File: src/rtl/serial_subtractor_pkg.sv
// rtl/serial_subtractor_pkg.sv - shared state encoding and sizing helper for the serial subtractor
package sersub_pkg;

  typedef enum logic [1:0] {
    IDLE  = 2'd0,
    SHIFT = 2'd1,
    DONE  = 2'd2
  } sersub_state_e;

  function automatic int CNT_W(input int w);
    return (w <= 2) ? 1 : $clog2(w);
  endfunction

endpackage

File: src/rtl/serial_subtractor_if.sv
// rtl/serial_subtractor_if.sv - start/busy/done operand bus; ovf present only with SERSUB_OVF_EN
interface serial_subtractor_if #(
  parameter int W = 8
);

  logic         start;
  logic [W-1:0] a;
  logic [W-1:0] b;
  logic         bin;
  logic         busy;
  logic         done;
  logic [W-1:0] diff;
  logic         bout;
`ifdef SERSUB_OVF_EN
  logic         ovf;
`endif

  modport master (
    output start, a, b, bin,
`ifdef SERSUB_OVF_EN
    input  ovf,
`endif
    input  busy, done, diff, bout
  );

  modport slave (
    input  start, a, b, bin,
`ifdef SERSUB_OVF_EN
    output ovf,
`endif
    output busy, done, diff, bout
  );

endinterface

File: src/rtl/serial_subtractor_fs.sv
// rtl/serial_subtractor_fs.sv - combinational one-bit full subtractor cell
module full_subtractor (
  input  logic a,
  input  logic b,
  input  logic bin,
  output logic d,
  output logic bout
);

  assign d    = a ^ b ^ bin;
  assign bout = (~a & b) | (~(a ^ b) & bin);

endmodule

File: src/rtl/serial_subtractor.sv
// rtl/serial_subtractor.sv - bit-serial a - b - bin, LSB first through one full_subtractor
// Optional signed overflow flag enabled by defining SERSUB_OVF_EN.
module serial_subtractor
  import sersub_pkg::*;
#(
  parameter int W = 8
) (
  input  logic              clk,
  input  logic              rst,
  serial_subtractor_if.slave bus
);

  localparam int             CW       = CNT_W(W);
  localparam logic [1:0]     ST_IDLE  = IDLE;
  localparam logic [1:0]     ST_SHIFT = SHIFT;
  localparam logic [1:0]     ST_DONE  = DONE;
  localparam logic [CW-1:0]  LAST     = CW'(W - 1);

  logic [1:0]    state_q, state_d;
  logic [CW-1:0] count_q, count_d;
  logic [W-1:0]  a_sr_q, a_sr_d;
  logic [W-1:0]  b_sr_q, b_sr_d;
  logic [W-1:0]  diff_sr_q, diff_sr_d;
  logic [W-1:0]  diff_q, diff_d;
  logic          br_q, br_d;
  logic          bout_q, bout_d;
  logic          fs_d, fs_bout;
`ifdef SERSUB_OVF_EN
  logic          sa_q, sa_d;
  logic          sb_q, sb_d;
  logic          ovf_q, ovf_d;
`endif

  full_subtractor u_fs (
    .a    (a_sr_q[0]),
    .b    (b_sr_q[0]),
    .bin  (br_q),
    .d    (fs_d),
    .bout (fs_bout)
  );

  always_comb begin
    state_d   = state_q;
    count_d   = count_q;
    a_sr_d    = a_sr_q;
    b_sr_d    = b_sr_q;
    diff_sr_d = diff_sr_q;
    diff_d    = diff_q;
    br_d      = br_q;
    bout_d    = bout_q;
`ifdef SERSUB_OVF_EN
    sa_d      = sa_q;
    sb_d      = sb_q;
    ovf_d     = ovf_q;
`endif
    case (state_q)
      ST_IDLE: begin
        if (bus.start) begin
          a_sr_d  = bus.a;
          b_sr_d  = bus.b;
          br_d    = bus.bin;
          count_d = '0;
          state_d = ST_SHIFT;
`ifdef SERSUB_OVF_EN
          sa_d    = bus.a[W-1];
          sb_d    = bus.b[W-1];
`endif
        end
      end
      ST_SHIFT: begin
        diff_sr_d = {fs_d, diff_sr_q[W-1:1]};
        a_sr_d    = {1'b0, a_sr_q[W-1:1]};
        b_sr_d    = {1'b0, b_sr_q[W-1:1]};
        br_d      = fs_bout;
        count_d   = count_q + 1'b1;
        // Visible result only moves on the final bit, so diff/bout stay stable mid-operation.
        if (count_q == LAST) begin
          state_d = ST_DONE;
          diff_d  = diff_sr_d;
          bout_d  = fs_bout;
`ifdef SERSUB_OVF_EN
          ovf_d   = (sa_q ^ sb_q) & (sa_q ^ fs_d);
`endif
        end
      end
      ST_DONE: state_d = ST_IDLE;
      default: state_d = ST_IDLE;
    endcase
  end

  always_ff @(posedge clk or posedge rst) begin
    if (rst) begin
      state_q   <= ST_IDLE;
      count_q   <= '0;
      a_sr_q    <= '0;
      b_sr_q    <= '0;
      diff_sr_q <= '0;
      diff_q    <= '0;
      br_q      <= 1'b0;
      bout_q    <= 1'b0;
`ifdef SERSUB_OVF_EN
      sa_q      <= 1'b0;
      sb_q      <= 1'b0;
      ovf_q     <= 1'b0;
`endif
    end else begin
      state_q   <= state_d;
      count_q   <= count_d;
      a_sr_q    <= a_sr_d;
      b_sr_q    <= b_sr_d;
      diff_sr_q <= diff_sr_d;
      diff_q    <= diff_d;
      br_q      <= br_d;
      bout_q    <= bout_d;
`ifdef SERSUB_OVF_EN
      sa_q      <= sa_d;
      sb_q      <= sb_d;
      ovf_q     <= ovf_d;
`endif
    end
  end

  assign bus.busy = (state_q != ST_IDLE);
  assign bus.done = (state_q == ST_DONE);
  assign bus.diff = diff_q;
  assign bus.bout = bout_q;
`ifdef SERSUB_OVF_EN
  assign bus.ovf  = ovf_q;
`endif

endmodule

File: src/flat_wrapper.sv
// flat-port wrapper written by rule: the top's interface ports become plain ports
module serial_subtractor_flat import sersub_pkg::*;
#(
  parameter int W = 8
)
  (clk, rst, bus_start, bus_a, bus_b, bus_bin, bus_busy, bus_done, bus_diff, bus_bout);
  serial_subtractor_if #(.W(W)) bus_i ();
  input  logic clk;
  input  logic rst;
  input wire logic [$bits(bus_i.start)-1:0] bus_start;
  input wire logic [$bits(bus_i.a)-1:0] bus_a;
  input wire logic [$bits(bus_i.b)-1:0] bus_b;
  input wire logic [$bits(bus_i.bin)-1:0] bus_bin;
  output wire logic [$bits(bus_i.busy)-1:0] bus_busy;
  output wire logic [$bits(bus_i.done)-1:0] bus_done;
  output wire logic [$bits(bus_i.diff)-1:0] bus_diff;
  output wire logic [$bits(bus_i.bout)-1:0] bus_bout;
  assign bus_i.start = bus_start;
  assign bus_i.a = bus_a;
  assign bus_i.b = bus_b;
  assign bus_i.bin = bus_bin;
  assign bus_busy = bus_i.busy;
  assign bus_done = bus_i.done;
  assign bus_diff = bus_i.diff;
  assign bus_bout = bus_i.bout;
  serial_subtractor #(.W(W)) u_core (.clk(clk), .rst(rst), .bus(bus_i));
endmodule
File: config.mk
export PLATFORM = sky130hd
export DESIGN_NAME = serial_subtractor_flat
export DESIGN_NICKNAME = d
export VERILOG_FILES = /design/src/rtl/serial_subtractor_pkg.sv /design/src/rtl/serial_subtractor_if.sv /design/src/rtl/serial_subtractor_fs.sv /design/src/rtl/serial_subtractor.sv /design/src/flat_wrapper.sv
export SDC_FILE = /design/constraint.sdc
export NUM_CORES = 1
export LEC_CHECK = 0
export CORE_ASPECT_RATIO = 1.25
export CORE_MARGIN = 5
export CORE_UTILIZATION = 45
export CTS_CLUSTER_SIZE = 30
export DETAILED_ROUTE_END_ITERATION = 6
export GPL_TIMING_DRIVEN = 0
export PLACE_DENSITY = 0.77
export SLEW_MARGIN = 20
export SYNTH_ARGS = -nofsm -noshare
export SYNTH_HDL_FRONTEND = slang
export SYNTH_HIERARCHICAL = 1
export SYNTH_SLANG_ARGS = --single-unit
File: constraint.sdc
create_clock -name clk -period 2.9 [get_ports clk]
set_clock_uncertainty 0.15 [all_clocks]
set_input_delay 0.58 -clock clk [delete_from_list [all_inputs] [get_ports clk]]
set_output_delay 0.58 -clock clk [all_outputs]
set_load 0.02 [all_outputs]
Yosys cells after proc, flatten, opt, wreduce, memory -nomap -nowiden
Cells that the tools add are included.
{"block": "totals", "elab_cells": 38, "input_bits": 20, "regBits": 39, "out_inout_bits": 11}
{"block": "classes", "n_reduce_logical": 6, "add_sub_neg": 1, "eq_ne": 5, "muxes": 11, "bitwise": 7}
{"cell": "$pmux 8 s2", "count": 2}
{"cell": "$mux 8", "count": 2}
{"cell": "$pmux 3 s2", "count": 1}
{"cell": "$reduce_and 2->1", "count": 3}
{"cell": "$mux 2", "count": 2}
{"cell": "$pmux 2 s2", "count": 1}
{"cell": "$reduce_bool 2->1", "count": 2}
{"cell": "$add 3x1->3 const B", "count": 1}
{"cell": "$eq 3x3->1 const B", "count": 1}
{"cell": "$mux 3", "count": 1}
{"cell": "$and 1x1->1", "count": 2}
{"cell": "$eq 2x1->1 const B", "count": 1}
{"cell": "$eq 2x2->1 const B", "count": 1}
{"cell": "$logic_not 2->1", "count": 1}
{"cell": "$ne 2x1->1 const B", "count": 1}
{"cell": "$ne 2x2->1 const B", "count": 1}
{"cell": "$not 1->1", "count": 2}
{"cell": "$pmux 1 s2", "count": 1}
{"cell": "$xor 1x1->1", "count": 2}
{"cell": "$mux 1", "count": 1}
{"cell": "$or 1x1->1", "count": 1}

Depth between registers and ports, before layout
{"block": "depth", "depth_word": 5, "depth_mapped": 6, "mapped_depth_nobuf": 6}

Hierarchy
Netlist, hierarchy kept.
{"mod": "serial_subtractor", "seq_area_each_um2": 950.9, "instances": 1, "cells_per_inst": 151, "area_per_inst_um2": 1776.7}
{"mod": "full_subtractor", "seq_area_each_um2": 0.0, "instances": 1, "cells_per_inst": 4, "area_per_inst_um2": 31.3}

Worst setup path before layout
OpenSTA, ideal clock, no wires.
{"block": "synth_path", "path_type": "flip-flop to output port", "from": "reg u_core.state_q[1]", "to": "out bus_done", "n_path_buf": 2, "arrival_time_ns": 1.043, "stages_incl_launch_ff": 4, "path_slack_ns": 1.127, "required_ns": 2.170, "path_cell_list": "dfrtp_1 buf_6 buf_4 nor2b_1"}
{"block": "synth_via", "elab_chain_len": 1}
{"element": "start: declaration", "line": "serial_subtractor.sv:19", "source": "logic [1:0] state_q, state_d;"}
{"element": "start signal: assignment", "line": "serial_subtractor.sv:107", "source": "state_q <= state_d;"}
{"element": "$eq 2x2->1", "line": "serial_subtractor.sv:124", "source": "assign bus.done = (state_q == ST_DONE);"}
{"element": "end: declaration", "line": "flat_wrapper.sv:15", "source": "output wire logic [$bits(bus_i.done)-1:0] bus_done;"}
No other way between the ends.

Worst setup path in the final report
Same ends and word-level chain as after synthesis.

==> results.py <==
metrics = {
    "routing": {
        "drt-initial-drc-count": 45,
        "totalWireLength_mm": 3.62,
        "drt_pre_antenna_iters": 4,
        "routedWlPerCell_um": 14.6,
        "avgViaCountPerCell": 5.28,
        "ant_nets": 0,
        "vias": 1305,
        "drc": 0,
    },
    "setup_path": {
        "critPathSlowestCell": "clkdlybuf4s50_1",
        "crit_chain": "buf_6, buf_4, nor2b_1, clkdlybuf4s50_1",
        "worstPathRequired_ps": 2170,
        "rr_startpoint": "u_core/count_q[0]",
        "worstPathMaxFanout": 10,
        "start_kind": "flip-flop",
        "startpoint": "u_core/state_q[1]",
        "slowest_delay_ps": 610,
        "critPathTopFamily": "buffers and inverters",
        "arrival_ps": 1850,
        "end_kind": "primary output",
        "worstPathBufferInverterCount": 3,
        "critPathKind": "reg -> out",
    },
    "job": {
        "drv_cap": 0,
    },
    "timing": {
        "maxSlewHeadroom_pct": 47.3,
        "min_period_over_period_pct": 88.9,
        "setup_ws_ps": 322,
        "rsz0062_at_grt": "no",
        "setup_viol": 0,
        "worst_pin_slew_ps": 789,
        "tns_ps": 0,
        "fmax_mhz": 388,
        "hold_viol_final": 0,
        "final_max_slew_viol_count": 0,
        "whs_ps": 354,
        "min_period_ps": 2580,
    },
    "die": {
        "rows": 25,
        "die_h_um": 80.9,
        "core_um2": 3850,
        "initial_core_util_pct": 47.0,
        "fp.dieW_um": 66.7,
        "die-area_um2": 5390,
        "ios": 31,
    },
    "finish": {
        "drive_gt1_share_pct": 18.1,
        "diodes": 0,
        "layout_commonest_cell": "dfrtp_1",
        "layout.nets": 215,
        "syn_to_final_growth_pct": 26.4,
        "mostFrequentLayoutCells": "dfrtp_1 (38), clkdlybuf4s50_1 (30), nand2_1 (27), inv_1 (10), mux2_4 (9)",
    },
    "synth": {
        "ys_types": 28,
        "ys_seq_area_share_pct": 52.6,
        "synth_seq_cells": 38,
        "syn-num-nets": 178,
        "syn_area_per_cell_um2": 11.7,
        "yosysWarningCount": 6,
        "syn-cell-area_um2": 1810,
        "synth_cells": 155,
    },
    "power_and_ir_drop": {
        "powerDensity_nw_per_um2": 1060,
        "seqPwrFrac_pct": 38.1,
        "clock_power_share_pct": 18.0,
        "ir_worst_vdd_uv": 461,
        "leakagePower_nw": 1.05,
        "p_sw_share_pct": 34.7,
        "combPwrFrac_pct": 43.9,
        "switchingPower_mw": 0.841,
        "p_int_mw": 1.58,
    },
    "cts": {
        "cts_buffer_depth": 2,
        "ctsRootBufferMaster": "clkbuf_8",
        "postCtsResizedCells": 0,
        "cts_tree": "yes",
        "clkTransAtPathRegs_ps": 70,
        "cts_made_buffers": 5,
        "hold_buffers": 0,
        "insertion_delay_ps": 290,
        "cts_max_level": 2,
        "post_cts.repair.setup_buffers": 0,
        "clock_sinks": 38,
    },
    "placement": {
        "io_buffer_count": 30,
        "dpl.hpwl_mm": 2.63,
        "pre_cts_ws_ps": 626,
        "gp_congestion": 0.770,
    },
    "global_routing": {
        "track_usage_pct": 14.9,
        "first_global_vias": 1338,
        "grt_max_degree": 39,
        "overflow": 0,
        "antenna_found_initial": 0,
        "grt_pass1_wl_mm": 6.13,
    },
    "run_status": {
        "outcome": "completed",
    },
    "hold_path": {
        "min_path_type": "reg -> reg",
        "hp-start": "u_core/diff_sr_q[4]",
    },
}
cell families after synthesis:
group / share of synthesized area [%]
muxes: 7.47
AOI/OAI and AO/OA: 14.3
adders and majority gates: 2.49
and+or+nand+nor: 17.0
buffers and inverters: 6.16
DFF: 52.6
power by group through the flow:
| stage | Combinational (mW) | Sequential [mW] | Clock, mW |
|---|---|---|---|
| 2_1_floorplan | 0.686 | 0.973 | 0 |
| 3_3_place_gp | 1.02 | 0.920 | 0 |
| 3_5_place_dp | 1.07 | 0.934 | 0 |
| 4_1_cts | 1.08 | 0.926 | 0.446 |
| 5_1_grt | 1.16 | 0.958 | 0.462 |
| 6_report | 1.06 | 0.924 | 0.435 |
sequential cells by signal, summed over array words and instances, names as in the netlist:
register and cells:
u_core/a_sr_q 8, u_core/b_sr_q 8, u_core/bus.diff 8, u_core/diff_sr_q 7
u_core/count_q 3, u_core/state_q 2, u_core/br_q 1, u_core/bus.bout 1
per-stage QoR:
step | util (%) | instance area [um^2] | power [mW] | instances
after CTS | 59.4 | 2280 | 2.45 | 247
final | 59.4 | 2280 | 2.42 | 247
after detailed placement | 56.6 | 2180 | 2.01 | 239
after floorplan | - | 1810 | 1.66 | 155
after global routing | 59.4 | 2280 | 2.58 | 247
after global placement | 56.6 | 2180 | 1.94 | 239
tightest hold or removal path: cells and delay by family (launching register included):
family | cells | cell delay [ps]
flip-flops | 1 | 370
AND/OR/NAND/NOR | 2 | 110
layer usage:
layer  GRT usage (%)  up-vias  share of wire, %
met4            4.88        0               1.4
met3            4.98        7               5.7
met5               0        -                 0
met2            25.2       42                51
li1                -      612                 -
met1            17.7      644                42
synth_stat cells (all sizes together):
| cell | count | area (um^2) |
|---|---|---|
| a221oi | 3 | 26.3 |
| a32o | 2 | 20.0 |
| dfrtp | 38 | 951 |
| a22o | 2 | 17.5 |
| ha | 2 | 25.0 |
| o21bai | 1 | 18.8 |
| mux2 | 9 | 135 |
| inv | 11 | 41.3 |
| nand2 | 28 | 121 |
| a21oi | 6 | 30.0 |
| o22a | 5 | 43.8 |
| nor2b | 5 | 33.8 |
| o221a | 2 | 22.5 |
| o21ai | 6 | 30.0 |
| nor3b | 8 | 60.1 |
| buf | 7 | 65.1 |
| nand2b | 8 | 52.6 |
| clkbuf | 1 | 5.00 |
| nand3b | 2 | 15.0 |
| nor2 | 3 | 23.8 |
| a221o | 5 | 50.1 |
| fa | 1 | 20.0 |
final cells by class:
type                       count  area (um^2)
buffer                         8         70.1
clock buffer                   5         68.8
clock inverter                 3         40.0
fill                         332         1560
inverter                      11         41.3
multi-input combinational     98          746
sequential                    38          951
tap                           54         67.6
timing repair buffer          30          300
final timing paths:
path                                             to  slack, ps  cells past startpoint
worst max-delay path                       bus_done        320                      4
worst min-delay path            u_core/diff_sr_q[3]        350                      2
worst max register to register   u_core/bus.diff[0]       1300                      4
worst min register to register  u_core/diff_sr_q[3]        350                      2
max in group asynchronous          u_core/a_sr_q[7]       1500                      2
min in group asynchronous        u_core/bus.diff[6]        600                      2
Note: power is estimated with default switching activity, not from simulation.
